===== config.mk =====
export PLATFORM = sky130hd
export DESIGN_NAME = intr_ctrl_flat
export DESIGN_NICKNAME = d
export VERILOG_FILES = /design/src/rtl/intr_ctrl_if.sv /design/src/rtl/intr_ctrl.sv /design/src/flat_wrapper.sv
export SDC_FILE = /design/constraint.sdc
export NUM_CORES = 1
export LEC_CHECK = 0
export ABC_CLOCK_PERIOD_IN_PS = 1780
export CORE_UTILIZATION = 44
export CTS_CLUSTER_SIZE = 10
export DETAILED_ROUTE_END_ITERATION = 8
export PLACE_DENSITY = 0.75
export SKIP_CTS_REPAIR_TIMING = 1
export SKIP_LAST_GASP = 1
export SLEW_MARGIN = 20
export SYNTH_ARGS = -nofsm -noshare
export SYNTH_HDL_FRONTEND = slang
export SYNTH_SLANG_ARGS = --single-unit

===== constraint.sdc =====
create_clock -name clock -period 1.78 [get_ports clock]
set_input_delay 0.267 -clock clock [delete_from_list [all_inputs] [get_ports clock]]
set_output_delay 0.267 -clock clock [all_outputs]
set_load 0.1 [all_outputs]

===== src/rtl/intr_ctrl_if.sv =====
// Register port of the interrupt controller: single-cycle write strobe, combinational read.
interface intr_ctrl_if;
  // bus_we qualifies bus_addr/bus_wdata for exactly one clock edge and is always accepted
  // (no ready/wait states); bus_rdata follows bus_addr combinationally.
  logic       bus_we;
  logic [1:0] bus_addr;
  logic [7:0] bus_wdata;
  logic [7:0] bus_rdata;

  modport master (output bus_we, output bus_addr, output bus_wdata, input bus_rdata);
  modport slave  (input bus_we, input bus_addr, input bus_wdata, output bus_rdata);
endinterface


===== src/rtl/intr_ctrl.sv =====
// Interrupt controller for the jacaranda-8 core: edge-latched pending bits, fixed priority,
// single-level request/service handshake released by the core's ret.
module intr_ctrl #(
  parameter int N_SRC = 4
) (
  input  logic             clock,
  input  logic             reset,
  input  logic [N_SRC-1:0] irq_src,
  input  logic             cpu_ret,
  intr_ctrl_if.slave       bus,
  output logic             int_req,
  output logic [7:0]       int_en,
  output logic [7:0]       int_vec,
  output logic [1:0]       dbg_state
);

  typedef enum logic [1:0] {
    S_IDLE    = 2'd0,
    S_REQ     = 2'd1,
    S_SERVICE = 2'd2
  } state_t;

  state_t           state, state_nx;
  logic [N_SRC-1:0] s1, s2, s3;
  logic [N_SRC-1:0] rise, pend, pend_nx, mask, cand, clr;
  logic             gie;
  logic [7:0]       vbase;
  logic [2:0]       win_idx, cand_idx;
  logic             load_req, ack;
  logic             wr_ctrl, wr_mask, wr_pend, wr_vbase;
  logic [7:0]       mask_rd, pend_rd;

  assign wr_ctrl  = bus.bus_we && (bus.bus_addr == 2'd0);
  assign wr_mask  = bus.bus_we && (bus.bus_addr == 2'd1);
  assign wr_pend  = bus.bus_we && (bus.bus_addr == 2'd2);
  assign wr_vbase = bus.bus_we && (bus.bus_addr == 2'd3);

  always_ff @(posedge clock or negedge reset) begin
    if (!reset) begin
      s1 <= '0;
      s2 <= '0;
      s3 <= '0;
    end else begin
      s1 <= irq_src;
      s2 <= s1;
      s3 <= s2;
    end
  end

  assign rise = s2 & ~s3;
  assign cand = pend & mask;

  // Scan from the top so the lowest set index is the last assignment and wins.
  always_comb begin
    cand_idx = 3'd0;
    for (int i = N_SRC - 1; i >= 0; i--) begin
      if (cand[i]) cand_idx = 3'(i);
    end
  end

  always_comb begin
    state_nx = state;
    load_req = 1'b0;
    ack      = 1'b0;
    case (state)
      S_IDLE: begin
        if (gie && (cand != '0)) begin
          state_nx = S_REQ;
          load_req = 1'b1;
        end
      end
      S_REQ: begin
        if (gie) begin
          ack      = 1'b1;
          state_nx = S_SERVICE;
        end else begin
          state_nx = S_IDLE;
        end
      end
      S_SERVICE: begin
        if (cpu_ret) state_nx = S_IDLE;
      end
      default: state_nx = S_IDLE;
    endcase
  end

  // A rise arriving in the same cycle as an ack or W1C re-sets the bit.
  always_comb begin
    clr = '0;
    for (int i = 0; i < N_SRC; i++) begin
      clr[i] = (wr_pend && bus.bus_wdata[i]) || (ack && (win_idx == 3'(i)));
    end
  end

  assign pend_nx = (pend & ~clr) | rise;

  always_ff @(posedge clock or negedge reset) begin
    if (!reset) begin
      state   <= S_IDLE;
      pend    <= '0;
      mask    <= '0;
      gie     <= 1'b0;
      vbase   <= 8'h00;
      win_idx <= 3'd0;
      int_vec <= 8'h00;
    end else begin
      state <= state_nx;
      pend  <= pend_nx;
      if (wr_ctrl)  gie   <= bus.bus_wdata[0];
      if (wr_mask)  mask  <= bus.bus_wdata[N_SRC-1:0];
      if (wr_vbase) vbase <= bus.bus_wdata;
      if (load_req) begin
        win_idx <= cand_idx;
        int_vec <= vbase + {3'b000, cand_idx, 2'b00};
      end
    end
  end

  assign int_req   = (state == S_REQ) && gie;
  assign int_en    = {7'b0, gie};
  assign dbg_state = state;

  always_comb begin
    mask_rd = 8'h00;
    pend_rd = 8'h00;
    mask_rd[N_SRC-1:0] = mask;
    pend_rd[N_SRC-1:0] = pend;
    case (bus.bus_addr)
      2'd0:    bus.bus_rdata = {6'b0, (state != S_IDLE), gie};
      2'd1:    bus.bus_rdata = mask_rd;
      2'd2:    bus.bus_rdata = pend_rd;
      default: bus.bus_rdata = vbase;
    endcase
  end

endmodule

===== src/flat_wrapper.sv =====
// flat-port wrapper written by rule: the top's interface ports become plain ports
module intr_ctrl_flat 
#(
  parameter int N_SRC = 4
)
  (clock, reset, irq_src, cpu_ret, int_req, int_en, int_vec, dbg_state, bus_bus_we, bus_bus_addr, bus_bus_wdata, bus_bus_rdata);
  intr_ctrl_if bus_i ();
  input  logic clock;
  input  logic reset;
  input  logic [N_SRC-1:0] irq_src;
  input  logic cpu_ret;
  output logic int_req;
  output logic [7:0] int_en;
  output logic [7:0] int_vec;
  output logic [1:0] dbg_state;
  input wire logic [$bits(bus_i.bus_we)-1:0] bus_bus_we;
  input wire logic [$bits(bus_i.bus_addr)-1:0] bus_bus_addr;
  input wire logic [$bits(bus_i.bus_wdata)-1:0] bus_bus_wdata;
  output wire logic [$bits(bus_i.bus_rdata)-1:0] bus_bus_rdata;
  assign bus_i.bus_we = bus_bus_we;
  assign bus_i.bus_addr = bus_bus_addr;
  assign bus_i.bus_wdata = bus_bus_wdata;
  assign bus_bus_rdata = bus_i.bus_rdata;
  intr_ctrl #(.N_SRC(N_SRC)) u_core (.clock(clock), .reset(reset), .irq_src(irq_src), .cpu_ret(cpu_ret), .bus(bus_i), .int_req(int_req), .int_en(int_en), .int_vec(int_vec), .dbg_state(dbg_state));
endmodule

==> impl_metrics.yaml, run 1 <==
critical_path:
  cp-startpoint: "u_core.dbg_state[0]"
  reg2reg_to: "u_core.int_vec[7]"
  crit_path_max_incr_delay_ns: 0.49
  critPathLaunchType: "register"
  crit_arrival_ns: 1.71
  crit_type: "register to output pin"
  crit_slowest_cell: "dfrtp_4"
  reg2reg_from: "u_core.mask[3]"
  r2r_setup_slack_ns: -0.02
  cp-end-kind: "output pin"
  path_cells: "or2_4 -> mux4_2 -> buf_12"
  r2r_cells: 8
  path_max_fanout: 3
  cp.required_ns: 1.51
die:
  io_pins: 45
  die-area_um2: 4425
  die_h_um: 66.52
  fp.coreArea_um2: 4000
  die_x_um: 66.52
  initial_core_util_pct: 45.79
  rows: 23
sta:
  worst_pin_slew_ns: 0.5012
  max-slew-margin-rel_pct: 66.59
  rsz0062_at_grt: "true"
  period_needed_ns: 1.973
  fin_crit_sh_pct: 110.9
  drv_slew: 0
  maxClockFrequency_ghz: 0.5068
  finalSetupViolCount: 3
  final_hold_viol_count: 0
  setup_ws_ns: -0.1932
  skew_ns: 0.009914
run_status:
  violations: "negative setup slack"
  status: "finished with violations"
grt:
  gr-usage-all-layers_pct: 20.10
  grt_pass1_wl_um: 6306
  grt_max_degree: 24
  overflow: 0
  antenna_found_initial: 0
  first_global_vias: 1361
clock_tree:
  numClockSinks: 41
  clock_latency_ns: 0.29
  cts-root-buf: "clkbuf_8"
  h-tree-depth: 2
  cts_buffers: 5
  max-clock-path-buffers: 2
  cts.clk_slew.worst_paths_ns: 0.08
  cts_tree: "yes"
placement:
  gp_congestion: 0.8824
  dp_hpwl_um: 2900
  place_ws_ns: -0.1368
  dpl-instance-area_um2: 2506
  dpl.cell_count: 239
  portBuffers: 37
drt:
  drc: 0
  totalWireLength_um: 3986
  num_vias: 1322
  antenna_left: 0
  avgRoutedWirePerCell_um: 15.75
  dr.pass1.iters: 4
  drt_iter0_drc: 39
  viasPerCell: 5.225
worst_hold_path:
  hold_end: "u_core.s2[0]"
  hold_depth: 0
  worstHoldStart: "u_core.s1[0]"
  min_path_type: "register to register"
job:
  drv_cap: 0
layout:
  fin_util_pct: 69.32
  most-common-layout-cells: "dfrtp_1, mux2_2, buf_12, buf_4, clkdlybuf4s50_1"
  diodes: 0
  fin_nets: 223
  nFillCells: 282
  synthToLayoutAreaGrowth_pct: 51.37
  finish.instance_area_um2: 2773
  drive_gt1_share_pct: 44.83
  mostFrequentLayoutCell: "dfrtp_1"
  fin_cells: 253
synth:
  ys_types: 37
  syn_avg_cell_area_um2: 12.81
  synthCells: 143
  syn_area_um2: 1832
  yosysSeqAreaShare_pct: 56.01
  synth_warnings: 0
  ys_ff_latch: 41
power_and_ir_drop:
  power_density_nw_per_um2: 1862
  power.leakage_nw: 1.227
  ir_worst_vdd_mv: 1.250
registers in the layout, indices dropped and copies added, names as in the netlist:
register          count
u_core.dbg_state      2
u_core.gie            1
u_core.int_vec        8
u_core.mask           4
u_core.pend           4
u_core.s1             4
u_core.s2             4
u_core.s3             4
u_core.vbase          8
u_core.win_idx        2
how the worst max path moves through the flow:
stage	slack [ns]	endpoint
after floorplan	-0.11	bus_bus_rdata[1]
after global placement	-0.13	bus_bus_rdata[3]
after detailed placement	-0.14	bus_bus_rdata[3]
after CTS	-0.25	bus_bus_rdata[1]
after global routing	-0.23	bus_bus_rdata[1]
final	-0.19	bus_bus_rdata[1]
report_power, final:
part	leakage [nW]	total, mW	switching [mW]	internal, mW
logic	0.687	2.83	1.71	1.13
clock network	0.0687	0.886	0.322	0.564
registers	0.471	1.44	0.261	1.18
critical path: cells and delay by family (launching register included):
family	cells	cell delay (ns)
muxes	1	0.49
buffers and inverters	1	0.19
and+or+nand+nor	1	0.24
DFF	1	0.49
stage by stage:
step                setup TNS, ns  total power, mW  hold slack, ns
global route              -0.6479            5.364          0.3677
detailed placement        -0.4275            4.111          0.2563
global placement          -0.3847            4.061          0.2650
finish                    -0.2191            5.164          0.3534
CTS                       -0.8217            5.012        -0.07212
floorplan                 -0.1095            3.153        -0.02859
synthesized netlist by cell type (all sizes together):
library cell	number	area (um^2)
a21boi	1	18.77
a32oi	1	8.760
dfrtp	41	1026
conb	1	3.750
nand4	1	6.260
o21ai	4	20.02
inv	6	22.52
nand3b	1	7.510
xnor2	1	8.760
mux2	20	229.0
nand2	10	37.54
buf	12	86.33
a22oi	2	20.02
nor2b	1	6.260
nor3b	2	20.02
o311ai	1	8.760
a22o	3	26.28
nand3	4	25.02
or2	1	6.260
xor2	3	26.28
and3b	2	18.77
a21oi	7	35.03
nor2	6	22.52
mux4	2	48.80
a21o	1	7.510
ha	2	25.02
fa	1	20.02
o211ai	2	15.01
and3	4	25.02
logic make-up after synthesis:
kind of cell    share of synthesized area (%)
flops                                   56.01
simple gates                            9.563
compound gates                          8.744
mux                                     15.16
buf+inv                                 5.942
xor+xnor                                1.913
fa+ha+maj                               2.459
other cells                            0.2047
layer usage:
layer  global-route usage [%]  wire length (um)  up-vias
met5                        0                 0        -
met4                    9.043                75        0
met3                    3.938               128        9
met2                    35.33              2205       40
met1                    23.59              1578      669
li1                         -                 -      604
final cells by class:
class                      instances  area [um^2]  area share, %
clock buffer                       5        68.82          2.482
clock inverter                     3        68.82          2.482
inverter                           6        22.52         0.8123
multi-input combinational         90        779.5          28.11
sequential                        41         1036          37.36
tap                               50        62.56          2.256
timing repair buffer              58        734.5          26.49
Note: power is estimated with default switching activity, not from simulation.
==> run 2, diff against run 1 <==
CORE_MARGIN = 2   (was unset)
==> run 2 against run 1 <==
Compared with the run above:
- the flow still finishes with violations (negative setup slack)
- clock power down 13%
- combinational power about the same
- sequential cell count unchanged
- count of clock-buffer cells in the layout up 1
- wire length up 0.25%
- via count down 0.98%
- register-to-register slack better by 0.04 ns
- largest power group unchanged
- maximum frequency about the same
- non-clock buffer count down 1
- core utilization down 0.75 points
- worst setup slack better by 0.0012 ns
- critical endpoint unchanged
- critical path type unchanged
- global-route usage down 1.6 points
==> impl_metrics.yaml, run 2 (synthesized netlist as in run 1, its figures left out) <==
sta:
  maxClockFrequency_ghz: 0.5071
  hold_slack_ns: 0.3529
  skew_ns: 0.006291
  drv_slew: 0
  setup_ws_ns: -0.1920
  fin_crit_sh_pct: 110.8
  max-slew-margin-rel_pct: 64.79
  rsz0062_at_grt: "true"
  period_needed_ns: 1.972
  final_hold_viol_count: 0
  tns_ns: -0.2204
  finalSetupViolCount: 2
  worst_pin_slew_ns: 0.5281
layout:
  reg_top3: "u_core.int_vec: 8 flops, u_core.vbase: 8 flops"
  mostFrequentLayoutCell: "dfrtp_1"
  synthToLayoutAreaGrowth_pct: 49.73
  nFillCells: 277
  diodes: 0
  drive_gt1_share_pct: 41.58
  most-common-layout-cells: "dfrtp_1, buf_12, mux2_2, clkdlybuf4s50_1, buf_4"
  multi_input_area_um2: 749.5
  fin_util_pct: 68.56
  area.sequential_um2: 1033
  fin_nets: 222
drt:
  viasPerCell: 5.194
  dr.pass1.iters: 4
  num_vias: 1309
  drt_iter0_drc: 102
  drc: 0
  avgRoutedWirePerCell_um: 15.86
  antenna_left: 0
  totalWireLength_um: 3996
clock_tree:
  h-tree-depth: 2
  cts_buffers: 5
  cts_tree: "yes"
  max-clock-path-buffers: 2
  numClockSinks: 41
  cts.clk_slew.worst_paths_ns: 0.08
  cts-root-buf: "clkbuf_8"
  clock_latency_ns: 0.29
critical_path:
  r2r_setup_slack_ns: 0.02
  r2r_cells: 7
  crit_arrival_ns: 1.70
  crit_slowest_cell: "dfrtp_4"
  reg2reg_from: "u_core.pend[0]"
  reg2reg_to: "u_core.int_vec[7]"
  critPathLaunchType: "register"
  path_max_fanout: 5
  path_cells: "or2_4 -> mux4_2 -> buf_12"
  cp.required_ns: 1.51
  cp-end-kind: "output pin"
  crit_type: "register to output pin"
  crit_path_max_incr_delay_ns: 0.51
worst_hold_path:
  min_path_type: "register to register"
  hold_end: "u_core.s2[0]"
  worstHoldStart: "u_core.s1[0]"
  hold_depth: 0
die:
  die-area_um2: 4695
  initial_core_util_pct: 45.79
  io_pins: 45
  rows: 23
  die_x_um: 68.52
  fp.coreArea_um2: 4000
  die_h_um: 68.52
placement:
  gp_congestion: 0.8854
  place_ws_ns: -0.1256
  dp_hpwl_um: 2967
  portBuffers: 37
grt:
  grt_pass1_wl_um: 6203
  grt_max_degree: 22
  gr-usage-all-layers_pct: 18.49
  antenna_found_initial: 0
  first_global_vias: 1332
  overflow: 0
power_and_ir_drop:
  finalPower_mw: 5.041
  power.leakage_nw: 1.225
  power_density_nw_per_um2: 1838
  ir_worst_vdd_mv: 1.047
run_status:
  status: "finished with violations"
  violations: "negative setup slack"
job:
  drv_cap: 0
## run 2: cell types whose count changed in the layout (fill, tap and decap cells not counted), moves of 2 or more
cell / change
dfrtp_2: -2
buf_12: +2
buf_4: -3
dfrtp_1: +2
## run 2: critical path, delay by kind of cell, from the launching register on
| family | cells | cell delay, ns |
|---|---|---|
| buffers and inverters | 1 | 0.19 |
| DFF | 1 | 0.51 |
| muxes | 1 | 0.49 |
| and+or+nand+nor | 1 | 0.23 |
## run 2: worst max-delay path by stage
stage                     cells after the start           startpoint               end  slack, ns
after CTS                                     3  u_core.dbg_state[1]  bus_bus_rdata[1]      -0.23
after global placement                        5      bus_bus_addr[1]  bus_bus_rdata[2]      -0.13
final                                         3  u_core.dbg_state[0]  bus_bus_rdata[1]      -0.19
after floorplan                               2  u_core.dbg_state[1]  bus_bus_rdata[1]      -0.11
after global routing                          3  u_core.dbg_state[0]  bus_bus_rdata[1]      -0.23
after detailed placement                      6      bus_bus_addr[1]  bus_bus_rdata[3]      -0.13
## run 2: cell type report
class	count	share of cell area, %
multi-input combinational	90	27.33
clock inverter	2	1.369
timing repair buffer	57	27.51
clock buffer	6	3.011
inverter	6	0.8212
sequential	41	37.68
tap	50	2.281
## run 2: per-layer routing
| layer | vias up | GRT usage (%) | routed length (um) |
|---|---|---|---|
| met3 | 6 | 5.032 | 217 |
| li1 | 602 | - | - |
| met2 | 42 | 32.45 | 2125 |
| met4 | 0 | 5.250 | 48 |
| met1 | 659 | 22.22 | 1605 |
| met5 | - | 0 | 0 |
## run 2: stage by stage
stage / std cells / instance area [um^2]
5_1_grt: 252 / 2743
6_report: 252 / 2743
4_1_cts: 246 / 2644
3_3_place_gp: 238 / 2524
3_5_place_dp: 238 / 2524
2_1_floorplan: 149 / 1867
## run 2: report_power, final
part / total [mW] / internal [mW] / switching (mW) / leakage, nW
clock network: 0.769 / 0.456 / 0.313 / 0.0574
logic: 2.84 / 1.13 / 1.70 / 0.695
registers: 1.44 / 1.18 / 0.256 / 0.473
total: 5.04 / 2.77 / 2.27 / 1.23
==> run 3, diff against run 2 <==
--- a/config.mk
+++ b/config.mk
@@ -6,10 +6,9 @@
 export NUM_CORES = 1
 export LEC_CHECK = 0
-export ABC_CLOCK_PERIOD_IN_PS = 1780
+export ABC_CLOCK_PERIOD_IN_PS = 2300
 export CORE_MARGIN = 2
-export CORE_UTILIZATION = 44
+export CORE_UTILIZATION = 35
 export CTS_CLUSTER_SIZE = 10
 export DETAILED_ROUTE_END_ITERATION = 8
-export PLACE_DENSITY = 0.75
 export SKIP_CTS_REPAIR_TIMING = 1
 export SKIP_LAST_GASP = 1
==> constraint.sdc (replaced) <==
create_clock -name clock -period 2.3 [get_ports clock]
set_input_delay 0.23 -clock clock [delete_from_list [all_inputs] [get_ports clock]]
set_output_delay 0.23 -clock clock [all_outputs]
set_load 0.1 [all_outputs]
==> run 3 against run 2 <==
Compared with the run above:
- the run now ends clean
- global-route usage down 5.0 points
- worst setup slack better by 0.55 ns
- first-iteration DRC count down 78%
- via count down 10%
- register-to-register slack better by 0.40 ns
- clock skew about the same
- sequential share of layout area up 4.7 points
- clock power down 12%
- sequential power down 26%
- final area down 12%
==> impl_metrics.yaml, run 3 (synthesized netlist as in run 1, its figures left out) <==
clock_tree:
  h-tree-depth: 2
  cts.clk_slew.worst_paths_ns: 0.07
  cts_buffers: 5
  clock_latency_ns: 0.29
  cts-root-buf: "clkbuf_8"
  cts_tree: "yes"
  numClockSinks: 41
  max-clock-path-buffers: 2
placement:
  dpl-instance-area_um2: 2287
  dpl.cell_count: 246
  portBuffers: 37
  place_ws_ns: 0.3827
  gp_congestion: 0.7959
  dp_hpwl_um: 2711
sta:
  period_needed_ns: 1.940
  finalSetupViolCount: 0
  rsz0062_at_grt: "false"
  worst_pin_slew_ns: 0.8873
  setup_ws_ns: 0.3597
  fin_crit_sh_pct: 84.36
  maxClockFrequency_ghz: 0.5154
  final_hold_viol_count: 0
  max-slew-margin-rel_pct: 40.84
  skew_ns: 0.005851
  tns_ns: 0
  drv_slew: 0
grt:
  first_global_vias: 1247
  grt_pass1_wl_um: 6196
  antenna_found_initial: 0
  gr-usage-all-layers_pct: 13.47
  overflow: 0
  grt_max_degree: 42
critical_path:
  crit_type: "register to output pin"
  reg2reg_to: "u_core.int_vec[6]"
  critPathLaunchType: "register"
  r2r_setup_slack_ns: 0.42
  reg2reg_from: "u_core.pend[2]"
  crit_arrival_ns: 1.71
  r2r_cells: 8
  cp-endpoint: "bus_bus_rdata[1]"
  cp-end-kind: "output pin"
  cp-startpoint: "u_core.dbg_state[0]"
  cp.required_ns: 2.07
  path_max_fanout: 5
drt:
  avgRoutedWirePerCell_um: 13.87
  dr.pass1.iters: 4
  viasPerCell: 4.634
  totalWireLength_um: 3523
  antenna_left: 0
  drc: 0
  num_vias: 1177
  drt_iter0_drc: 22
layout:
  reg_top3: "u_core.int_vec: 8 flops, u_core.vbase: 8 flops"
  fin_util_pct: 47.71
  mostFrequentLayoutCell: "dfrtp_1"
  fin_nets: 204
  diodes: 0
  area.sequential_um2: 1027
  drive_gt1_share_pct: 32.07
  fin_cells: 254
  most-common-layout-cells: "dfrtp_1, mux2_2, clkdlybuf4s50_1, buf_4, nand2_1"
  nFillCells: 472
  multi_input_area_um2: 719.4
  synthToLayoutAreaGrowth_pct: 32.17
  finish.instance_area_um2: 2421
die:
  die_x_um: 76.35
  rows: 26
  fp.coreArea_um2: 5075
  die-area_um2: 5829
  die_h_um: 76.35
  io_pins: 45
  initial_core_util_pct: 36.09
power_and_ir_drop:
  power_density_nw_per_um2: 1440
  ir_worst_vdd_mv: 0.7530
  power.leakage_nw: 1.078
  p_sw_mw: 1.646
  pwr-share-comb_pct: 49.9
  p_sw_share_pct: 47.22
  clkPwrFrac_pct: 19.5
  p_int_mw: 1.839
  seqPwrFrac_pct: 30.6
worst_hold_path:
  min_path_type: "input port to asynchronous set/reset pin"
job:
  drv_cap: 0
run_status:
  status: "finished clean"
[run 3: cell count changes in the layout (fill, tap and decap cells not counted), moves of 2 or more]
cell and change:
clkdlybuf4s50_1 +2, buf_6 -5, ha_1 +2, dfrtp_4 -2, dlymetal6s2s_1 -2, buf_12 -13
[run 3: worst min path at each step]
| stage | cells after the start | endpoint | from | slack (ns) |
|---|---|---|---|---|
| after detailed placement | 0 | u_core.s2[0] | u_core.s1[0] | 0.33 |
| final | 1 | u_core.int_vec[2] | reset | 0.06 |
| after global placement | 0 | u_core.s2[0] | u_core.s1[0] | 0.34 |
| after global routing | 1 | u_core.s3[2] | reset | 0.13 |
| after CTS | 1 | u_core.s3[2] | reset | 0.1 |
| after floorplan | 0 | u_core.dbg_state[0] | reset | -0.07 |
[run 3: through the flow]
step	total power, mW	hold WS [ns]
detailed placement	2.835	0.3347
global route	3.660	0.1295
floorplan	2.418	-0.06559
finish	3.485	0.06057
CTS	3.520	0.09854
global placement	2.816	0.3352
[run 3: area by class of cell]
class / instances / area share [%]
Clock buffer: 5 / 2.842
Clock inverter: 3 / 2.687
Inverter: 6 / 0.9302
Multi-Input combinational cell: 90 / 29.72
Sequential cell: 41 / 42.43
Tap cell: 70 / 3.618
Timing Repair Buffer: 39 / 17.78
[run 3: power by group through the flow]
stage | Combinational [mW] | Clock (mW) | Sequential (mW)
after floorplan | 0.744 | 0 | 1.67
after global placement | 1.74 | 0 | 1.07
after detailed placement | 1.75 | 0 | 1.08
after CTS | 1.76 | 0.695 | 1.07
after global routing | 1.83 | 0.731 | 1.10
final | 1.74 | 0.679 | 1.07
[run 3: metal layers]
metal / GRT usage (%) / vias to the layer above / wire length [um] / share of wire, %
li1: - / 567 / - / -
met1: 16.78 / 576 / 1534 / 44
met2: 22.30 / 29 / 1802 / 51
met3: 4.265 / 5 / 150 / 4.3
met4: 4.364 / 0 / 35 / 0.99
met5: 0 / - / 0 / 0
[run 3: worst max-delay path, cell delays in order, from the launching register on]
cell and delay [ns]:
dfrtp_2 0.45, or2_2 0.29, mux4_2 0.49, buf_12 0.19
